===== src/rtl/video_stream_gen.sv =====
// Raster-timed RGB test-pattern source with vsync/href/active-video, pixel-slot enable and frame pulses.
// Latency: 1 clk from counter state to outputs; no backpressure, free-running once enabled, frames never truncated.
module video_stream_gen #(
    parameter int H_ACTIVE    = 640,
    parameter int H_BLANK     = 160,
    parameter int V_ACTIVE    = 480,
    parameter int V_BLANK     = 45,
    parameter int VSYNC_LINES = 3,
    parameter int CE_DIV      = 1
) (
    input  logic        pixelclk,
    input  logic        reset_n,
    input  logic        enable,
    input  logic [1:0]  pattern_sel,
    input  logic [23:0] solid_rgb,
    output logic [23:0] cmos_data,
    output logic        cmos_active_video,
    output logic        cmos_vsync,
    output logic        cmos_hsync,
    output logic        cmos_frame_ce,
    output logic        frame_start,
    output logic        frame_done
);

    localparam logic [15:0] H_LAST  = 16'(H_ACTIVE + H_BLANK - 1);
    localparam logic [15:0] V_LAST  = 16'(V_ACTIVE + V_BLANK - 1);
    localparam logic [15:0] H_ACT   = 16'(H_ACTIVE);
    localparam logic [15:0] V_BLK   = 16'(V_BLANK);
    localparam logic [15:0] V_SYNC  = 16'(VSYNC_LINES);
    localparam logic [3:0]  DIV_LAST = 4'(CE_DIV - 1);

    typedef enum logic [1:0] {IDLE, RUN, DRAIN} state_t;

    state_t      state;
    state_t      state_nxt;
    logic        run;
    logic [3:0]  div_cnt;
    logic [15:0] h_cnt;
    logic [15:0] v_cnt;
    logic        ce;
    logic        h_wrap;
    logic        v_wrap;
    logic        frame_first;
    logic        frame_last;
    logic        vsync_d;
    logic        active_d;
    logic        y_bit5;
    logic [1:0]  pat_q;
    logic [1:0]  pat_cur;
    logic [23:0] rgb_q;
    logic [23:0] rgb_cur;
    logic [2:0]  bar_idx;
    logic [23:0] pix;

    assign ce          = run && (div_cnt == 4'd0);
    assign h_wrap      = (h_cnt == H_LAST);
    assign v_wrap      = (v_cnt == V_LAST);
    assign frame_first = ce && (h_cnt == 16'd0) && (v_cnt == 16'd0);
    assign frame_last  = ce && h_wrap && v_wrap;

    always_ff @(posedge pixelclk) begin
        if (!reset_n) begin
            state <= IDLE;
        end else begin
            state <= state_nxt;
        end
    end

    // Stopping is only honoured at a frame boundary, so a frame is never cut short.
    always_comb begin
        state_nxt = state;
        case (state)
            IDLE:    if (enable) state_nxt = RUN;
            RUN:     if (!enable) state_nxt = frame_last ? IDLE : DRAIN;
            DRAIN: begin
                if (enable)          state_nxt = RUN;
                else if (frame_last) state_nxt = IDLE;
            end
            default: state_nxt = IDLE;
        endcase
    end

    always_comb begin
        run = (state != IDLE);
    end

    always_ff @(posedge pixelclk) begin
        if (!reset_n || !run) begin
            div_cnt <= 4'd0;
            h_cnt   <= 16'd0;
            v_cnt   <= 16'd0;
        end else begin
            div_cnt <= (div_cnt == DIV_LAST) ? 4'd0 : div_cnt + 4'd1;
            if (ce) begin
                if (h_wrap) begin
                    h_cnt <= 16'd0;
                    v_cnt <= v_wrap ? 16'd0 : v_cnt + 16'd1;
                end else begin
                    h_cnt <= h_cnt + 16'd1;
                end
            end
        end
    end

    assign vsync_d  = (v_cnt < V_SYNC);
    assign active_d = (v_cnt >= V_BLK) && (h_cnt < H_ACT);
    assign y_bit5   = 1'((v_cnt - V_BLK) >> 5);

    always_ff @(posedge pixelclk) begin
        if (!reset_n) begin
            pat_q <= 2'd0;
            rgb_q <= 24'd0;
        end else if (frame_first) begin
            pat_q <= pattern_sel;
            rgb_q <= solid_rgb;
        end
    end

    // Bypass the latch on the first slot so a frame with no vertical blanking still sees its own settings.
    assign pat_cur = frame_first ? pattern_sel : pat_q;
    assign rgb_cur = frame_first ? solid_rgb : rgb_q;

    always_comb begin
        bar_idx = 3'd0;
        for (int k = 1; k < 8; k++) begin
            if ({h_cnt, 3'b000} >= 19'(k * H_ACTIVE)) bar_idx = 3'(k);
        end
    end

    // Bar colours follow the classic order, so each component is a single inverted index bit.
    always_comb begin
        pix = 24'd0;
        case (pat_cur)
            2'd0: pix = rgb_cur;
            2'd1: pix = {{8{~bar_idx[1]}}, {8{~bar_idx[2]}}, {8{~bar_idx[0]}}};
            2'd2: pix = {3{h_cnt[7:0]}};
            default: pix = (h_cnt[5] ^ y_bit5) ? 24'hFFFFFF : 24'h000000;
        endcase
    end

    always_ff @(posedge pixelclk) begin
        if (!reset_n || !run) begin
            cmos_data         <= 24'd0;
            cmos_active_video <= 1'b0;
            cmos_vsync        <= 1'b0;
            cmos_hsync        <= 1'b0;
            cmos_frame_ce     <= 1'b0;
            frame_start       <= 1'b0;
            frame_done        <= 1'b0;
        end else begin
            cmos_frame_ce <= ce;
            frame_start   <= frame_first;
            frame_done    <= frame_last;
            if (ce) begin
                cmos_data         <= active_d ? pix : 24'd0;
                cmos_active_video <= active_d;
                cmos_hsync        <= active_d;
                cmos_vsync        <= vsync_d;
            end
        end
    end

endmodule


===== config.mk =====
export PLATFORM = sky130hd
export DESIGN_NAME = video_stream_gen
export DESIGN_NICKNAME = d
export VERILOG_FILES = /design/src/rtl/video_stream_gen.sv
export SDC_FILE = /design/constraint.sdc
export NUM_CORES = 1
export LEC_CHECK = 0
export ABC_AREA = 1
export CAP_MARGIN = 20
export CORE_MARGIN = 2
export CORE_UTILIZATION = 55
export DETAILED_ROUTE_END_ITERATION = 12
export PLACE_DENSITY = 0.76
export SYNTH_ARGS = -nofsm -noshare
export SYNTH_HDL_FRONTEND = slang
export SYNTH_SLANG_ARGS = --single-unit

===== constraint.sdc =====
create_clock -name pixelclk -period 5.2 [get_ports pixelclk]
set_clock_uncertainty 0.2 [all_clocks]
set_input_delay 1.04 -clock pixelclk [delete_from_list [all_inputs] [get_ports pixelclk]]
set_output_delay 1.04 -clock pixelclk [all_outputs]
set_load 0.005 [all_outputs]

# After elaboration in Yosys (flattened, before gate mapping)
# Index checks and enable logic that the tools add are counted.
# word_totals
ff_bits	93
output_inout_bits	30
# op_classes
add_sub_neg	4
magnitude_cmp	10
eq_ne	9
n_mux	20
bitwise	4
reduce_logical	18
# ops
operator	count
2-to-1 mux 24 bit	3
one-hot mux 24 bit (3 select lines)	1
>= comparator 19 x 12 -> 1 bit (second input constant)	3
>= comparator 19 x 11 -> 1 bit (second input constant)	2
adder 16 x 1 -> 16 bit (second input constant)	2
== test 16 x 10 -> 1 bit (second input constant)	2
logical NOT 16 bit	2
2-to-1 mux 16 bit	2
>= comparator 19 x 10 -> 1 bit (second input constant)	1
>= comparator 19 x 13 -> 1 bit (second input constant)	1
2-to-1 mux 3 bit	6
>= comparator 16 x 6 -> 1 bit (second input constant)	1
< comparator 16 x 10 -> 1 bit (second input constant)	1
< comparator 16 x 2 -> 1 bit (second input constant)	1
2-to-1 mux 2 bit	6
logical AND 1 bit	6
one-hot mux 2 bit (3 select lines)	1
subtractor 6 bit (second input constant)	1
adder 4 x 1 -> 4 bit (second input constant)	1
== test 2 x 1 -> 1 bit (second input constant)	2
== test 2 bit (second input constant)	2
logical NOT 2 bit	2
logical NOT 4 bit	1
!= test 2 bit (second input constant)	2
other kinds (10)	13

# Depth between registers and ports, before layout
# depth
ltp_word	11
depth_mapped	15
mapped_depth_nobuf	14

# Least setup slack after synthesis
# Ideal clock, no wire load.
# synth_path
path_type	input-to-reg
start	in reset_n
end	reg v_cnt[7]
setup_time_ns	0.070
t_arrival_ns	1.950
required_ns	4.930
path_slack_ns	2.981
stages	6
path_cell_list	clkinv_1 nor2_1 nand2_1 inv_1 o21ai_0 a21oi_1
# synth_via
elab_chain_len	2
# synth_rtl
item	line	source
start, declared	12	input logic reset_n,
logical NOT 1 bit	88	if (!reset_n || !run) begin
logical OR 1 bit	88	
end signal, assigned	97	v_cnt <= v_wrap ? 16'd0 : v_cnt + 16'd1;
end, declared	39	logic [15:0] v_cnt;
# Every way passes these cells.
# A chain may end at the register's enable or synchronous reset.

# Worst setup path in the final report
# layout_path
start	reg div_cnt[0]
end	reg cmos_data[17]
# layout_via
elab_chain_len	8
elab_cells_between_ends	11
classes_between	eq/ne: 2; mux: 4; reduce/logical: 5
# layout_rtl
item	line	source
start, declared	37	logic [3:0] div_cnt;
start signal, assigned	93	div_cnt <= (div_cnt == DIV_LAST) ? 4'd0 : div_cnt + 4'd1;
logical NOT 4 bit *	55	assign ce = run && (div_cnt == 4'd0);
logical AND 1 bit *	55	
logical AND 1 bit (2 in series)	58	assign frame_first = ce && (h_cnt == 16'd0) && (v_cnt == 16'd0);
2-to-1 mux 2 bit	n/a	
== test 2 bit (tied with other cells)	133	case (pat_cur)
one-hot mux 24 bit (3 select lines)	133	
2-to-1 mux 24 bit	155	cmos_data <= active_d ? pix : 24'd0;
end signal, assigned	155	
end, declared	16	output logic [23:0] cmos_data,
# Every way passes the cells marked *; elsewhere a longest branch is shown, timed or not.

==> out/metrics.cfg <==
[status]
status = complete, no violations

[setup_path]
cp-end-kind = register
cp_max_fo = 34
critPathBufInv = 3
start_kind = register
path_cells = inv_1 > ha_1 > nand2_2 > nor2_4 > inv_2 > nor2_4 > nand3_2 > nand2_2 > inv_2 > nand3_2 > nand3_1 > nand2_1 > a21oi_1
cp_data_required_time_ns = 5.21
worstSetupPathType = reg2reg
reg2reg_depth = 13
r2r_end = cmos_data[17]
r2r_setup_slack_ns = 2.07
cpMaxStageDelayCell = nor2_4
cp_top_family = simple AND/OR/NAND/NOR gates
worstPathArrival_ns = 3.14
r2r-start = div_cnt[0]
slowest_delay_ns = 0.47

[layout]
fillers = 722
finalInstanceArea_um2 = 5415
drive_gt1_frac = 0.06575
syn2layout_area_growth_pct = 16.78
diodes = 0
utilization = 0.6624
instances_no_fill = 835
fin_nets = 761

[hold_path]
hp-class = reg2reg
hold-path-endpoint = h_cnt[15]
hold_depth = 1
hold_start = h_cnt[15]

[synth]
avgSynthCellArea_um2 = 6.849
synth_area_leader_cell = dfxtp_1
synth.distinct_cells = 40
synth_top_area_frac = 0.4015
netlist_instances = 677
seq_area_frac_synth = 0.4015
syn_nets = 713
synth_area_um2 = 4637
ys.flop_type = dfxtp_1
ys_warn_count = 0
synth-edff-count = 0
postSynth.asyncResetShare = 0
ys_ff_latch = 93
synth_area_leaders = dfxtp_1 40%, nand2_1 16%, a21oi_1 8.0%

[drt]
vias = 4502
drt_iter0_drc = 294
ant_nets = 0
drc_errors = 0
dr.pass1.iters = 5
viasPerCell = 5.392
wirelength_um = 11710
wire_per_inst_um = 14.02

[power_and_ir_drop]
clkPwrFrac = 0.336
switchingPower_mw = 0.4071
combPwrFrac = 0.135
p_per_area_nw_per_um2 = 255.8
p_leak_nw = 2.190
intPower_mw = 0.9778
switching_share = 0.2940
ir_drop_uv = 172.6
p_seq_frac = 0.528

[floorplanning]
die_h_um = 95.82
ios = 59
start_util = 0.5672
dieArea_um2 = 9181
die_x_um = 95.82
num_rows = 33
core_area_um2 = 8175

[sta]
worstMarginPinSlew_ns = 1.040
fmax_mhz = 319.2
hold_violations = 0
finalCritPeriodShare = 0.6024
setup_tns_ns = 0
hold_ws_ns = 0.2652
rsz0062_at_grt = no
setup_viol = 0
relSlewSlack = 0.3058
period_needed_ns = 3.133
finalMaxSlewViolations = 0

[place]
hpwl_um = 8623
place_congestion = 0.9120
placed_cells = 819
placed_cell_area_um2 = 5229
portBuffers = 58

[cts]
cts_buffer_depth = 2
insertion_delay_ns = 0.38
cts_tree = built
post_cts_buffers = 0
cts_buffers = 9
cts-htree-levels = 3
clk_pin_slew_ns = 0.10
cts_root_buffer = clkbuf_8
cts_resized = 0
cts_hold_repair.buffers = 0
clock_sinks = 93

[grt]
grt_use_total = 0.2701
grt_pass1_wl_um = 19390
grt_max_degree = 35
grt_pass1_vias = 4077
grt_remaining_overflow = 0
antenna_found_initial = 0

[run]
cap_violations = 0

-- synthesized netlist by cell type, types with 2 or more instances --
master and count:
nor2_4 4, nor3_1 19, ha_1 7, xor2_1 2, nand4_1 11, o21ai_1 3, o21bai_1 2, inv_2 4
a211oi_1 2, nand2_1 196, o21ai_0 12, nand3_1 68, nand3b_1 2, nand3_2 4, clkbuf_1 9, o211ai_1 2
buf_2 6, xnor2_1 4, nor2_2 6, a21oi_1 74, clkinv_1 2, buf_4 2, buf_6 4, nand2_2 8
nor4_1 2, inv_1 53, nor3_2 2, nor3b_1 2, dfxtp_1 93, a31oi_1 3, nor2_1 60
-- sequential cells by signal, summed over array words and instances, names as in the netlist --
register and flops:
cmos_data 24, rgb_q 24, h_cnt 16, v_cnt 16, div_cnt 4, pat_q 2
state 2, cmos_frame_ce 1, cmos_hsync 1, cmos_vsync 1, frame_done 1, frame_start 1
-- per-stage QoR --
step	power [mW]	setup WS, ns
final	1.385	2.067
after global routing	1.449	1.799
after CTS	1.388	2.115
after detailed placement	0.9295	1.931
after global placement	0.9269	2.000
after floorplan	0.8752	2.981
-- placed cells by master (no fill, tap or decap), types with 2 or more instances in the layout --
cell / instances
nand2_1: 196
dfxtp_1: 93
a21oi_1: 74
nand3_1: 68
nor2_1: 60
clkdlybuf4s50_1: 58
inv_1: 53
nor3_1: 19
o21ai_0: 12
nand4_1: 11
clkbuf_8: 9
nand2_2: 8
ha_1: 7
nor2_2: 6
inv_2: 4
nor2_4: 4
nand3_2: 4
xnor2_1: 4
o21ai_1: 3
a31oi_1: 3
inv_6: 3
clkinv_1: 2
o21bai_1: 2
xor2_1: 2
o211ai_1: 2
nor3_2: 2
nand3b_1: 2
nor3b_1: 2
a211oi_1: 2
nor4_1: 2
inv_8: 2
-- power by group through the flow --
| stage | registers, mW | logic [mW] | clock network, mW |
|---|---|---|---|
| floorplan | 0.747 | 0.129 | 0 |
| global placement | 0.747 | 0.180 | 0 |
| detailed placement | 0.748 | 0.182 | 0 |
| CTS | 0.731 | 0.183 | 0.473 |
| global route | 0.733 | 0.207 | 0.509 |
| finish | 0.731 | 0.187 | 0.466 |
-- worst reg2reg max path: stages, from the launching register on --
cell,delay [ns]
dfxtp_1,0.35
inv_1,0.06
ha_1,0.15
nand2_2,0.10
nor2_4,0.21
inv_2,0.28
nor2_4,0.47
nand3_2,0.12
nand2_2,0.31
inv_2,0.22
nand3_2,0.21
nand3_1,0.14
nand2_1,0.08
a21oi_1,0.06
-- how the worst max path moves through the flow --
stage               startpoint             to  slack (ns)  cells past startpoint
detailed placement     reset_n       h_cnt[2]        1.93                      6
global route        div_cnt[0]  cmos_data[21]        1.80                     13
finish              div_cnt[0]  cmos_data[17]        2.07                     13
global placement       reset_n       h_cnt[2]        2.00                      6
floorplan              reset_n       v_cnt[7]        2.98                      6
CTS                 div_cnt[0]  cmos_data[17]        2.11                     13
-- area by class of cell --
class                           count  area [um2]  share of cell area
Clock buffer                        9       123.9             0.02287
Clock inverter                      7       62.56             0.01155
Inverter                           59       221.5             0.04090
Multi-Input combinational cell    503        2426              0.4480
Sequential cell                    93        1862              0.3438
Tap cell                          105       131.4             0.02426
Timing Repair Buffer               59       588.1              0.1086
-- kinds of logic (layout without fill, tap and decap cells) --
group                      after synthesis  count (layout)  synth area share
DFF                                     93              93            0.4015
adders and majority gates                7               7           0.01889
buffers and inverters                   81             134           0.07528
and+or+nand+nor                        389             389            0.3775
AOI/OAI and AO/OA                      101             101            0.1155
xor gates and xnor gates                 6               6           0.01133
-- per-layer routing --
metal	global-route usage	up-vias	routed length, um
li1	-	2302	-
met1	0.4021	1999	5662
met2	0.3992	181	5083
met3	0.04620	20	785
met4	0.07857	0	178
met5	0	-	0
(Power assumes the default switching activity.)
